`src/rtl/assert_monitor.sv`:
```
// Assertion-status aggregator: saturating error/warning totals, reset holdoff and sticky stop request.
// Optional build macro ASSERT_EXIT_ON_WARNING_EN lets the warning total also trip the stop request.
module assert_monitor #(
  parameter int CHANNELS   = 4,
  parameter int CNT_W      = 16,
  parameter int ERR_LIMIT  = 1,
  parameter int WARN_LIMIT = 8,
  parameter int HOLDOFF    = 16,
  localparam int CH_W      = (CHANNELS > 1) ? $clog2(CHANNELS) : 1
) (
  input  logic                clk,
  input  logic                reset,
  input  logic [CHANNELS-1:0] err_pulse,
  input  logic [CHANNELS-1:0] warn_pulse,
  input  logic                clear,
  output logic [CNT_W-1:0]    errors,
  output logic [CNT_W-1:0]    warnings,
  output logic                message_on,
  output logic                stop_req,
  output logic [CH_W-1:0]     first_chan,
  output logic                warn_note,
  output logic [1:0]          state_o
);

  localparam logic [1:0] S_HOLD    = 2'd0;
  localparam logic [1:0] S_ARMED   = 2'd1;
  localparam logic [1:0] S_TRIPPED = 2'd2;

  localparam int             SUM_W    = CNT_W + 7;
  localparam logic [15:0]    HOLD_LIM = 16'(HOLDOFF);
  localparam logic [CNT_W-1:0] ERR_LIM = CNT_W'(ERR_LIMIT);

  logic [1:0]       state_q, state_d;
  logic [15:0]      hold_q, hold_d;
  logic [CNT_W-1:0] err_q, err_d;
  logic [CNT_W-1:0] warn_q, warn_d;
  logic [CH_W-1:0]  first_q, first_d;
  logic             note_q, note_d;

  logic             hold_done;
  logic             count_en;
  logic             trip;
  logic [CH_W-1:0]  first_next;
  logic [SUM_W-1:0] err_sum, warn_sum;
  logic [CNT_W-1:0] err_sat, warn_sat;

  function automatic logic [6:0] popcnt(input logic [CHANNELS-1:0] v);
    logic [6:0] n;
    n = '0;
    for (int i = 0; i < CHANNELS; i++) n = n + {6'd0, v[i]};
    return n;
  endfunction

  // Scans downward so the lowest set index is the one left standing.
  function automatic logic [CH_W-1:0] lowest(input logic [CHANNELS-1:0] v);
    logic [CH_W-1:0] idx;
    idx = '0;
    for (int i = CHANNELS - 1; i >= 0; i--) begin
      if (v[i]) idx = CH_W'(i);
    end
    return idx;
  endfunction

  always_comb begin
    err_sum  = {7'd0, err_q} + {{CNT_W{1'b0}}, popcnt(err_pulse)};
    warn_sum = {7'd0, warn_q} + {{CNT_W{1'b0}}, popcnt(warn_pulse)};
    err_sat  = (err_sum > {7'd0, {CNT_W{1'b1}}}) ? {CNT_W{1'b1}} : err_sum[CNT_W-1:0];
    warn_sat = (warn_sum > {7'd0, {CNT_W{1'b1}}}) ? {CNT_W{1'b1}} : warn_sum[CNT_W-1:0];
  end

`ifdef ASSERT_EXIT_ON_WARNING_EN
  localparam logic [CNT_W-1:0] WARN_LIM = CNT_W'(WARN_LIMIT);
  always_comb begin
    trip       = (err_sat >= ERR_LIM) || (warn_sat >= WARN_LIM);
    first_next = (|err_pulse) ? lowest(err_pulse) : lowest(warn_pulse);
  end
`else
  always_comb begin
    trip       = (err_sat >= ERR_LIM);
    first_next = lowest(err_pulse);
  end
`endif

  // The arming edge itself already counts events, so counting starts HOLDOFF+1 edges after reset.
  always_comb begin
    state_d   = state_q;
    hold_d    = hold_q;
    err_d     = err_q;
    warn_d    = warn_q;
    first_d   = first_q;
    note_d    = 1'b0;
    hold_done = (state_q == S_HOLD) && (hold_q == HOLD_LIM);
    count_en  = (state_q != S_HOLD) || hold_done;

    if (state_q == S_HOLD) begin
      if (hold_done) state_d = S_ARMED;
      else           hold_d  = hold_q + 16'd1;
    end

    if ((state_q != S_HOLD) && clear) begin
      err_d   = '0;
      warn_d  = '0;
      first_d = '0;
      state_d = S_ARMED;
    end else if (count_en) begin
      err_d  = err_sat;
      warn_d = warn_sat;
      note_d = (warn_q == '0) && (warn_sat != '0);
      if ((state_q != S_TRIPPED) && trip) begin
        state_d = S_TRIPPED;
        first_d = first_next;
      end
    end
  end

  always_ff @(posedge clk) begin
    if (reset) begin
      state_q <= S_HOLD;
      hold_q  <= '0;
      err_q   <= '0;
      warn_q  <= '0;
      first_q <= '0;
      note_q  <= 1'b0;
    end else begin
      state_q <= state_d;
      hold_q  <= hold_d;
      err_q   <= err_d;
      warn_q  <= warn_d;
      first_q <= first_d;
      note_q  <= note_d;
    end
  end

  assign errors     = err_q;
  assign warnings   = warn_q;
  assign message_on = (state_q != S_HOLD);
  assign stop_req   = (state_q == S_TRIPPED);
  assign first_chan = first_q;
  assign warn_note  = note_q;
  assign state_o    = state_q;

endmodule
```
`config.mk`:
```
export PLATFORM = sky130hd
export DESIGN_NAME = assert_monitor
export DESIGN_NICKNAME = d
export VERILOG_FILES = /design/src/rtl/assert_monitor.sv
export SDC_FILE = /design/constraint.sdc
export NUM_CORES = 1
export LEC_CHECK = 0
export ABC_AREA = 1
export BUFFER_PORTS_ARGS = -buffer_cell sky130_fd_sc_hd__buf_2
export CAP_MARGIN = 20
export CORE_AREA = 5 5 104 106
export CTS_CLUSTER_SIZE = 12
export DETAILED_ROUTE_END_ITERATION = 16
export DIE_AREA = 0 0 109 111
export HOLD_SLACK_MARGIN = 0.06
export PLACE_DENSITY = 0.53
export SYNTH_ARGS = -nofsm -noshare
export SYNTH_HDL_FRONTEND = slang
export SYNTH_SLANG_ARGS = --single-unit
```
`constraint.sdc`:
```
create_clock -name clk -period 5.7 [get_ports clk]
set_input_delay 0 -clock clk [delete_from_list [all_inputs] [get_ports clk]]
set_output_delay 0 -clock clk [all_outputs]
set_load 0.1 [all_outputs]
```
Word level (Yosys, flattened, before mapping) --
Index checks and enable logic that the tools add are counted.
Operators by class: order comparisons 3, add/sub/neg operators 9, reduce and logical (&&, ||, !) cells 13, mux-type cells 11, bitwise logic cells 2, equality and inequality tests 3
Operators with widths (number):
- adder 16 x 4 -> 17 bit | 2
- greater-than comparator 17 x 16 -> 1 bit, second input constant | 2
- two-way mux 16 bit | 2
- adder 16 x 1 -> 16 bit, second input constant | 1
- equality test 16 x 5 -> 1 bit, second input constant | 1
- >= comparator 16 x 1 -> 1 bit, second input constant | 1
- zero test 16 bit | 1
- two-way mux 2 bit | 8
- nonzero test 16 bit | 1
- adder 3 x 1 -> 4 bit | 2
- adder 2 x 1 -> 3 bit | 2
- adder 1 x 1 -> 2 bit | 2
- logical AND 1 bit | 4
- AND reduction 2 bit | 2
- OR reduction 3 bit | 1
- equality test 2 bit, second input constant | 1
- zero test 2 bit | 1
- != test 2 bit, second input constant | 1
- inverter 1 bit | 2
- nonzero test 2 bit | 1
- OR reduction 2 bit | 1
- logical OR 1 bit | 1
- two-way mux 1 bit | 1
Word-level totals: bits in registers 53, input port bits 11

Longest topological paths before layout --
Gate-level depths: netlist of run 1.
depth in word-level cells 11, mapped depth 19

Worst setup path before layout of run 1 --
Ideal clock, no wire load.
kind flip-flop to flip-flop, start reg state_q[1], in the netlist state_o[1], end reg first_q[0], in the netlist first_chan[0], data required time 5.583 ns, clock period less this slack 3.125 ns, arrival time 3.008 ns, stages on the path, launching flop included 8, setup slack 2.575 ns, cells stage by stage dfxtp_1 -> nor2_1 -> nor2_1 -> nor2_1 -> nand2_1 -> nand2_1 -> nand2_1 -> nor2_2
Between the ends: word-level cells in the longest chain between the ends 4, elaborated cells between the ends (all ways) 9
Ends and longest elaborated chain:
- start, declared | RTL line 33 | logic [1:0] state_q, state_d;
- start signal, assigned | RTL line 125 | state_q <= state_d;
- zero test 2 bit | RTL line 92 | hold_done = (state_q == S_HOLD) && (hold_q == HOLD_LIM);
- logical AND 1 bit | RTL line 92
- logical OR 1 bit | RTL line 93 | count_en = (state_q != S_HOLD) || hold_done;
- AND reduction 2 bit (no source line)
- end signal, assigned | RTL line 129 | first_q <= first_d;
- end, declared | RTL line 37 | logic [CH_W-1:0] first_q, first_d;
Parallel ways exist; a longest one is shown, timed or not. A chain may end at the register's enable or synchronous reset.

Worst setup path after layout of run 1 --
start reg hold_q[5], end reg state_q[0], in the netlist state_o[0]
Between the ends: word-level cells in the longest chain between the ends 7, elaborated cells between the ends (all ways) 8
Ends and longest elaborated chain:
- start, declared | RTL line 34 | logic [15:0] hold_q, hold_d;
- start signal, assigned | RTL line 126 | hold_q <= hold_d;
- equality test 16 x 5 -> 1 bit (*) | RTL line 92
- logical AND 1 bit (*) | RTL line 92
- two-way mux 2 bit | RTL line 96 | if (hold_done) state_d = S_ARMED;
- two-way mux 2 bit | RTL line 95 | if (state_q == S_HOLD) begin
- two-way mux 2 bit | RTL line 109 | if ((state_q != S_TRIPPED) && trip) begin
- two-way mux 2 bit (*) | RTL line 105 | end else if (count_en) begin
- two-way mux 1 bit (*) | RTL line 100 | if ((state_q != S_HOLD) && clear) begin
Every way passes the cells marked *; elsewhere a longest branch is shown, timed or not.

==> results of run 1 <==
[area by class of cell]
cell class	count	area, sq um	area share
tap	133	166.4	0.04404
clock buffer	5	68.82	0.01821
inverter	79	296.5	0.07848
clock inverter	3	21.27	0.005629
multi-input combinational	346	1882	0.4980
sequential	53	1061	0.2808
timing repair buffer	53	282.8	0.07483
[state kept, by name, summed over array words and instances (netlist names)]
name        cells
warn_note       1
hold_q         16
first_chan      2
state_o         2
errors         16
warnings       16
[how the worst max path moves through the flow]
stage	start	endpoint	slack (ps)	depth (start not counted)
after floorplan	state_o[1]	first_chan[0]	2570	7
after global placement	err_pulse[0]	first_chan[0]	2980	17
after detailed placement	err_pulse[0]	first_chan[0]	2960	17
after CTS	hold_q[5]	state_o[0]	2690	11
after global routing	hold_q[5]	state_o[0]	2380	11
final	hold_q[5]	state_o[0]	2720	11
[routing by layer]
metal,up-vias,track usage
met5,-,0
met4,0,0.04293
met3,10,0.02213
met2,71,0.2314
met1,1495,0.2061
li1,1706,-
[cells in the mapped netlist (3+ instances only)]
cell      instances
a21oi_1          29
buf_4             3
clkbuf_1          7
inv_1            75
nand2_1         107
nand3_1          29
dfxtp_1          53
fa_1              6
nor2_2            9
nor4_1            7
a221oi_1          3
o221a_2           3
o211ai_1          7
xor2_1           11
nor2_1           47
nand4_1          22
nand2_2           5
o221ai_1          3
ha_1              4
nor3_1            7
a31oi_1           3
o21ai_0          26
[metrics by stage]
stage | area (sq um) | worst slack (ps) | power (mW) | util | instances
6_report | 3779 | 2725 | 0.6480 | 0.3902 | 672
5_1_grt | 3779 | 2381 | 0.6869 | 0.3902 | 672
4_1_cts | 3779 | 2687 | 0.6620 | 0.3902 | 672
3_5_place_dp | 3659 | 2963 | 0.4337 | 0.3778 | 661
3_3_place_gp | 3659 | 2982 | 0.4331 | 0.3778 | 661
2_1_floorplan | 3314 | 2575 | 0.4203 | - | 492
[worst max-delay path, delay by kind of cell, from the launching register on]
kind / cells / cell delay (ps)
and+or+nand+nor: 6 / 1010
DFF: 1 / 320
buffers and inverters: 4 / 1450
AOI/OAI and AO/OA: 1 / 140
[power by group through the flow]
stage	sequential, mW	clock [mW]	combinational [mW]
finish	0.374	0.222	0.0522
CTS	0.374	0.235	0.0529
floorplan	0.382	0	0.0383
global placement	0.382	0	0.0511
global route	0.374	0.251	0.0615
detailed placement	0.382	0	0.0515
[cells by family after synthesis]
kind of cell / synth area share
AO/OA/AOI/OAI: 0.1438
XOR/XNOR: 0.03435
adder cells (fa/ha/maj): 0.05134
buffers and inverters: 0.1121
flip-flops: 0.3201
AND/OR/NAND/NOR: 0.3382
[repair_timing]
item                      4_1_cts  5_1_grt
resized for setup               0        0
setup buffers                   0        0
hold endpoints to repair        7        0
hold buffers                    3        0
==> metrics.csv, run 1 <==
metric,value,unit
status,finished clean,
Critical Path RT,5960,ps
fin crit period,2975,ps
CP max FO,50,
Slew @ Worst Pin,912.0,ps
yosys warns,0,
vias in the first global route,3049,
Congestion Overflow GR,0,
syn_nets,513,
post-synth top area share,0.3201,
# DRC,0,
flop-to-flop setup slack,2720,ps
Max Buffers Root-to-Sink,2,
reg2reg end,state_o[0],
total routed wirelength,8636,microns
Final Slew Violations,0,
CP Cell Sequence,"inv_1, nand4_1, nor2_1, nand4_1, nand2_1, buf_4, inv_1, nor2_1, nand4_1, a21oi_1, dlygate4sd3_1",
synthesized cell area,3314,sq um
Seq pwr share,0.576,
Ant. Diodes,0,
R2R cell count,11,
Core Rows,36,
Tcrit/Tclk final,0.5220,
post-DP HPWL,6368,microns
final hold viol count,0,
dominant cell type by area after synthesis,dfxtp_1,
CTS tree,yes,
most frequent cells in the layout,"nand2_1, inv_1, dfxtp_1",
root buf cell,clkbuf_8,
Net Sw Frac,0.2603,
met3 routed WL,351,microns
fillers,1043,
nets,559,
"most common cell after layout, fill and taps aside",nand2_1,
layout cells sized above 1,0.1558,
WL met1,4137,microns
Hold Startpoint,err_pulse[2],
met2 wire length,3985,microns
"Seq/Total Area, Yosys",0.3201,
LEAKAGE,1.765,nW
PwrDens,171.5,nW/um^2
DIE AREA,12100,sq um
"Top FF cell, synth",dfxtp_1,
Routed wire per std cell,12.85,microns
worst endpoint data arrival time,3240,ps
RSZ-0062 raised after global routing,false,
critical path startpoint category,flip-flop,
Worst-Skew Late Latency,310,ps
Max stage delay on crit path,550,ps
area delta synth->final,14.01,%
Avg Inst Size Synth,6.737,sq um
asr flop ratio synth,0,
Hold Crit Depth,5,
CP endpoint kind,flip-flop,
clock slew at reported path FFs,110,ps
Initial Util,0.3422,
max layer used,met4,
RePlAce Congestion,0.8900,
Post-DRT Antenna Nets,0,
Pint,0.4793,mW
Die Y-Extent,111,microns
Num CTS Buffers,5,
largest net degree at the start of global routing,51,
Slowest cell on crit path,dlygate4sd3_1,
Post-synth EDFFs,0,
Final setup viols,0,
Global Route Usage Sum,0.1470,
clock skew,8.164,ps
clock share of power,0.343,
CTS sink count,53,
crit path kind,reg2reg,
Pre-Repair DR Iteration Count,4,
initial antenna violation count,0,
# IOs,50,
worst vdd ir,0.1037,mV
Fmax,0.3361,GHz
cell mode on critical path,nand4_1,
Worst Hold End,first_chan[1],
Cells after Synth,492,
r2r startpoint,hold_q[5],
P_sw,0.1687,mW
# Max-Cap Violations,0,
drt initial violations,162,
vias post-DR,3282,
worst hold margin,100.1,ps
Comb pwr share,0.081,
Worst slew margin,0.3913,
IO buf count,49,
Yosys cell types,39,
H-tree Lvls,2,
main area contributors after synthesis,"dfxtp_1, nand2_1, inv_1",
setup_tns,0,ps
Synth Register Bits,53,
detailed-route vias per instance,4.884,
die width,109,microns
first-pass GRT wire length,14610,microns
Core Area,9684,sq um
Min-Delay Path Class,in2reg,
Note: power is estimated with default switching activity, not from simulation.
==> run 2: changes to the inputs <==
==> constraint.sdc (replaced) <==
create_clock -name clk -period 3.04 [get_ports clk]
set_input_delay 0 -clock clk [delete_from_list [all_inputs] [get_ports clk]]
set_output_delay 0 -clock clk [all_outputs]
set_load 0.1 [all_outputs]
==> metrics.csv, run 2 (synthesis gave the netlist of run 1 again) <==
metric,value,unit
status,finished clean,
Pre-Repair DR Iteration Count,4,
CTS tree,yes,
initial antenna violation count,0,
total power,1.202,mW
Seq pwr share,0.582,
Die Y-Extent,111,microns
flop-to-flop setup slack,570,ps
most frequent cells in the layout,"nand2_1, inv_1, dfxtp_1",
DIE AREA,12100,sq um
end point of the critical path,first_chan[0],
Initial Util,0.3422,
final hold viol count,0,
r2r startpoint,errors[0],
# DRC,0,
finished layout cell area,3791,sq um
Core Area,9684,sq um
Top Family by Delay on Critical Path,simple AND/OR/NAND/NOR gates,
Worst slew margin,0.6508,
Global Route Usage Sum,0.1473,
Slew @ Worst Pin,523.2,ps
H-tree Lvls,2,
CP max FO,8,
worst endpoint data arrival time,2660,ps
Core Rows,36,
detailed-route vias per instance,4.832,
Net Sw Frac,0.2551,
drt initial violations,138,
clock slew at reported path FFs,90,ps
Max Buffers Root-to-Sink,2,
Stages on worst setup path,15,
Tcrit/Tclk final,0.8127,
IO buf count,49,
fin crit period,2471,ps
Congestion Overflow GR,0,
layout cells sized above 1,0.1645,
Fmax,0.4048,GHz
Max stage delay on crit path,390,ps
P_sw,0.3068,mW
Min-Delay Path Class,in2reg,
CP bufs+invs,2,
PwrDens,317.2,nW/um^2
first-pass GRT wire length,14700,microns
"most common cell after layout, fill and taps aside",nand2_1,
area delta synth->final,14.38,%
vias in the first global route,3111,
die width,109,microns
setup_tns,0,ps
CP Cell Sequence,"inv_1, fa_1, inv_1, fa_1, nand2_2, nor2_4, nand4_1, a21boi_1, nand2_1, nor2_2, nand3_2, nand2_1, nand2_1, nand2_1, nor2_2",
fillers,1057,
root buf cell,clkbuf_8,
area of the multi-input gates,1884,sq um
Routed wire per std cell,12.83,microns
RSZ-0062 raised after global routing,false,
nets,561,
Ant. Diodes,0,
R2R cell count,15,
clock skew,12.67,ps
RePlAce Congestion,0.8952,
CP startpoint,errors[0],
Worst-Skew Late Latency,310,ps
total routed wirelength,8647,microns
vias post-DR,3257,
# IOs,50,
Critical Path RT,3230,ps
postcts setup bufs,0,
Final setup viols,0,
post-DP HPWL,6574,microns
Comb pwr share,0.083,
largest net degree at the start of global routing,31,
crit path kind,reg2reg,
# Max-Cap Violations,0,
Slowest cell on crit path,fa_1,
Final Slew Violations,0,
worst hold margin,132.9,ps
Layout Utilization,0.3915,
worst vdd ir,0.1519,mV
Pint,0.8957,mW
CP endpoint kind,flip-flop,
clock share of power,0.334,
Num CTS Buffers,5,
storage element area,1062,sq um
reg2reg end,first_chan[0],
Post-DRT Antenna Nets,0,
CTS sink count,53,
cell mode on critical path,nand2_1,
cts hold-fix bufs,2,
critical path startpoint category,flip-flop,
Placed Area,3685,sq um
LEAKAGE,1.772,nW
CTS resizes,0,
[run 2: changes by cell type in the layout (fill, tap and decap cells not counted)]
cell,delta
buf_4,+3
clkinv_2,+1
dfxtp_1,-1
dfxtp_2,+1
dlygate4sd3_1,-1
inv_6,-1
nor2_1,-1
nor2_2,+1
[run 2: worst min-delay path by stage]
stage               cells past startpoint       endpoint          from
floorplan                               2     state_o[0]         clear
global placement                        3     state_o[0]         clear
detailed placement                      3     state_o[0]         clear
CTS                                     5  first_chan[1]  err_pulse[2]
global route                            5  first_chan[1]  err_pulse[2]
finish                                  5  first_chan[1]  err_pulse[2]
[run 2: per-layer routing]
layer  up-vias  track usage  part of all wire
li1       1710            -                 -
met1      1459       0.1988              0.47
met2        78       0.2355              0.46
met3        10      0.02213             0.048
met4         0      0.05387             0.016
met5         -            0                 0
[run 2: final cells by class]
cell class / count / share of cell area
multi-input cells: 346 / 0.4970
flip-flops and latches: 53 / 0.2802
inverters: 79 / 0.07822
repair buffers: 55 / 0.07789
well taps: 133 / 0.04389
clock buffers: 5 / 0.01815
clock inverters: 3 / 0.004620
[run 2: power groups by stage]
| stage | Sequential (mW) | Combinational [mW] | Clock, mW |
|---|---|---|---|
| 2_1_floorplan | 0.716 | 0.0719 | 0 |
| 3_3_place_gp | 0.716 | 0.0970 | 0 |
| 3_5_place_dp | 0.716 | 0.0983 | 0 |
| 4_1_cts | 0.700 | 0.101 | 0.429 |
| 5_1_grt | 0.701 | 0.115 | 0.453 |
| 6_report | 0.700 | 0.100 | 0.402 |
[run 2: worst register-to-register path, delay by kind of cell (launching register included)]
family	cells	cell delay [ps]
simple gates	10	1080
fa+ha+maj	2	600
flops	1	330
compound gates	1	200
buf+inv	2	160
[run 2: stage by stage]
stage	worst slack, ps	std cells
floorplan	66.55	492
global route	309.1	674
global placement	390.5	664
finish	569.4	674
detailed placement	281.9	664
CTS	575.2	674
==> run 3: changes to the inputs <==
--- a/config.mk
+++ b/config.mk
@@ -13,7 +13,7 @@
 export DETAILED_ROUTE_END_ITERATION = 16
 export DIE_AREA = 0 0 109 111
 export HOLD_SLACK_MARGIN = 0.06
-export PLACE_DENSITY = 0.53
+export PLACE_DENSITY = 0.55
 export SYNTH_ARGS = -nofsm -noshare
 export SYNTH_HDL_FRONTEND = slang
 export SYNTH_SLANG_ARGS = --single-unit
==> constraint.sdc (replaced) <==
create_clock -name clk -period 2 [get_ports clk]
set_input_delay 0 -clock clk [delete_from_list [all_inputs] [get_ports clk]]
set_output_delay 0 -clock clk [all_outputs]
set_load 0.1 [all_outputs]
==> metrics.csv, run 3 (synthesis gave the netlist of run 1 again) <==
metric,value,unit
status,"complete, but fails checks",
failing checks,setup timing,
post-DP HPWL,7000,microns
RSZ-0062 raised after global routing,true,
fillers,972,
Congestion Overflow GR,0,
CP bufs+invs,3,
die width,109,microns
H-tree Lvls,2,
IO buf count,49,
layout cells sized above 1,0.3742,
Max Buffers Root-to-Sink,2,
initial antenna violation count,0,
Ant. Diodes,0,
Critical Path RT,2220,ps
R2R cell count,17,
Num CTS Buffers,5,
Final setup viols,34,
Top Family by Delay on Critical Path,simple AND/OR/NAND/NOR gates,
root buf cell,clkbuf_8,
vias post-DR,3580,
drt initial violations,138,
"most common cell after layout, fill and taps aside",nand2_1,
Core Rows,36,
CTS sink count,53,
Core Area,9684,sq um
Worst slew margin,0.6665,
cell mode on critical path,nand2_1,
# Max-Cap Violations,0,
worst vdd ir,0.2741,mV
Hold Crit Depth,6,
final hold viol count,0,
Routed wire per std cell,12.53,microns
DIE AREA,12100,sq um
Tcrit/Tclk final,1.164,
area delta synth->final,41.22,%
Post-DRT Antenna Nets,0,
# DRC,0,
Pre-Repair DR Iteration Count,4,
clock slew at reported path FFs,110,ps
# IOs,50,
Worst-Skew Late Latency,320,ps
critical path startpoint category,flip-flop,
largest net degree at the start of global routing,26,
Max stage delay on crit path,360,ps
Slowest cell on crit path,dfxtp_4,
worst endpoint data arrival time,2540,ps
Fmax,0.4297,GHz
total routed wirelength,9238,microns
vias in the first global route,3428,
clock skew,18.47,ps
fin crit period,2327,ps
CTS tree,yes,
final worst slack,-327.4,ps
first-pass GRT wire length,16210,microns
nets,624,
Stages on worst setup path,17,
PwrDens,437.5,nW/um^2
Initial Util,0.3422,
CP endpoint kind,flip-flop,
CP Cell Sequence,"inv_2, fa_2, inv_2, fa_2, nand2_2, nor2_4, nand2_2, clkinv_2, nand2_4, a21boi_2, nand2_1, nor2_2, nand3_2, nand2_1, nand2_1, nand2_1, nor2_2",
Min-Delay Path Class,in2reg,
LEAKAGE,2.204,nW
crit path kind,reg2reg,
Die Y-Extent,111,microns
detailed-route vias per instance,4.858,
Final Slew Violations,0,
RePlAce Congestion,0.8312,
Slew @ Worst Pin,503.8,ps
Global Route Usage Sum,0.1606,
total power,2.048,mW
most frequent cells in the layout,"nand2_1, inv_1, buf_4",
CP max FO,7,
Layout Utilization,0.4833,
[run 3: through the flow]
step / hold slack [ps] / std cells / setup TNS, ps / cell area, sq um / setup WS, ps
after detailed placement: 298.9 / 717 / -17340 / 4214 / -689.1
after global placement: 292.4 / 717 / -15670 / 4214 / -614.2
after floorplan: 158.6 / 492 / -9285 / 3447 / -455.5
after global routing: 118.5 / 737 / -9519 / 4681 / -480.2
final: 106.3 / 737 / -4369 / 4681 / -327.4
after CTS: 101.5 / 735 / -4402 / 4541 / -339.4
[run 3: what timing repair did]
| item | 4_1_cts | 5_1_grt |
|---|---|---|
| gates resized for setup | 31 | 26 |
| hold buffers | 2 | 0 |
| endpoints found under the setup margin | 33 | 43 |
| hold endpoints to repair | 7 | 0 |
| gates cloned | 1 | 0 |
| pin swaps | 17 | 17 |
| setup buffers | 7 | 2 |
[run 3: report_power, final]
part	internal [mW]	leakage, nW	switching [mW]
clock network	0.377	0.0554	0.387
registers	1.06	0.441	0.00479
logic	0.103	1.71	0.118
[run 3: worst register-to-register path, cell delays in order (launching register included)]
cell	delay, ps
dfxtp_4	360
inv_2	60
fa_2	190
inv_2	50
fa_2	360
nand2_2	110
nor2_4	60
nand2_2	90
clkinv_2	70
nand2_4	110
a21boi_2	190
nand2_1	80
nor2_2	140
nand3_2	130
nand2_1	80
nand2_1	40
nand2_1	70
nor2_2	30
[run 3: routing by layer]
layer / share of wire / global-route usage / routed length [microns] / up-vias
met5: 0 / 0 / 0 / -
met4: 0.011 / 0.03283 / 104 / 0
met3: 0.042 / 0.02446 / 386 / 10
met2: 0.47 / 0.2662 / 4352 / 71
met1: 0.48 / 0.2192 / 4394 / 1657
li1: - / - / - / 1842
[run 3: final cells by class]
type                       count  area [sq um]  share of cell area
multi-input combinational    346          2177              0.4651
sequential                    53          1097              0.2344
timing repair buffer         117         808.3              0.1727
inverter                      79         311.5             0.06656
tap                          133         166.4             0.03555
clock buffer                   6         72.57             0.01550
clock inverter                 2         38.79            0.008287
timing repair inverter         1         8.758            0.001871
[run 3: path summary, 6_finish.rpt]
check / startpoint / endpoint / slack, ps
max reg2reg: errors[0] / first_chan[0] / -330
min: err_pulse[0] / first_chan[0] / 110
max: errors[0] / first_chan[0] / -330
min reg2reg: hold_q[15] / hold_q[15] / 480
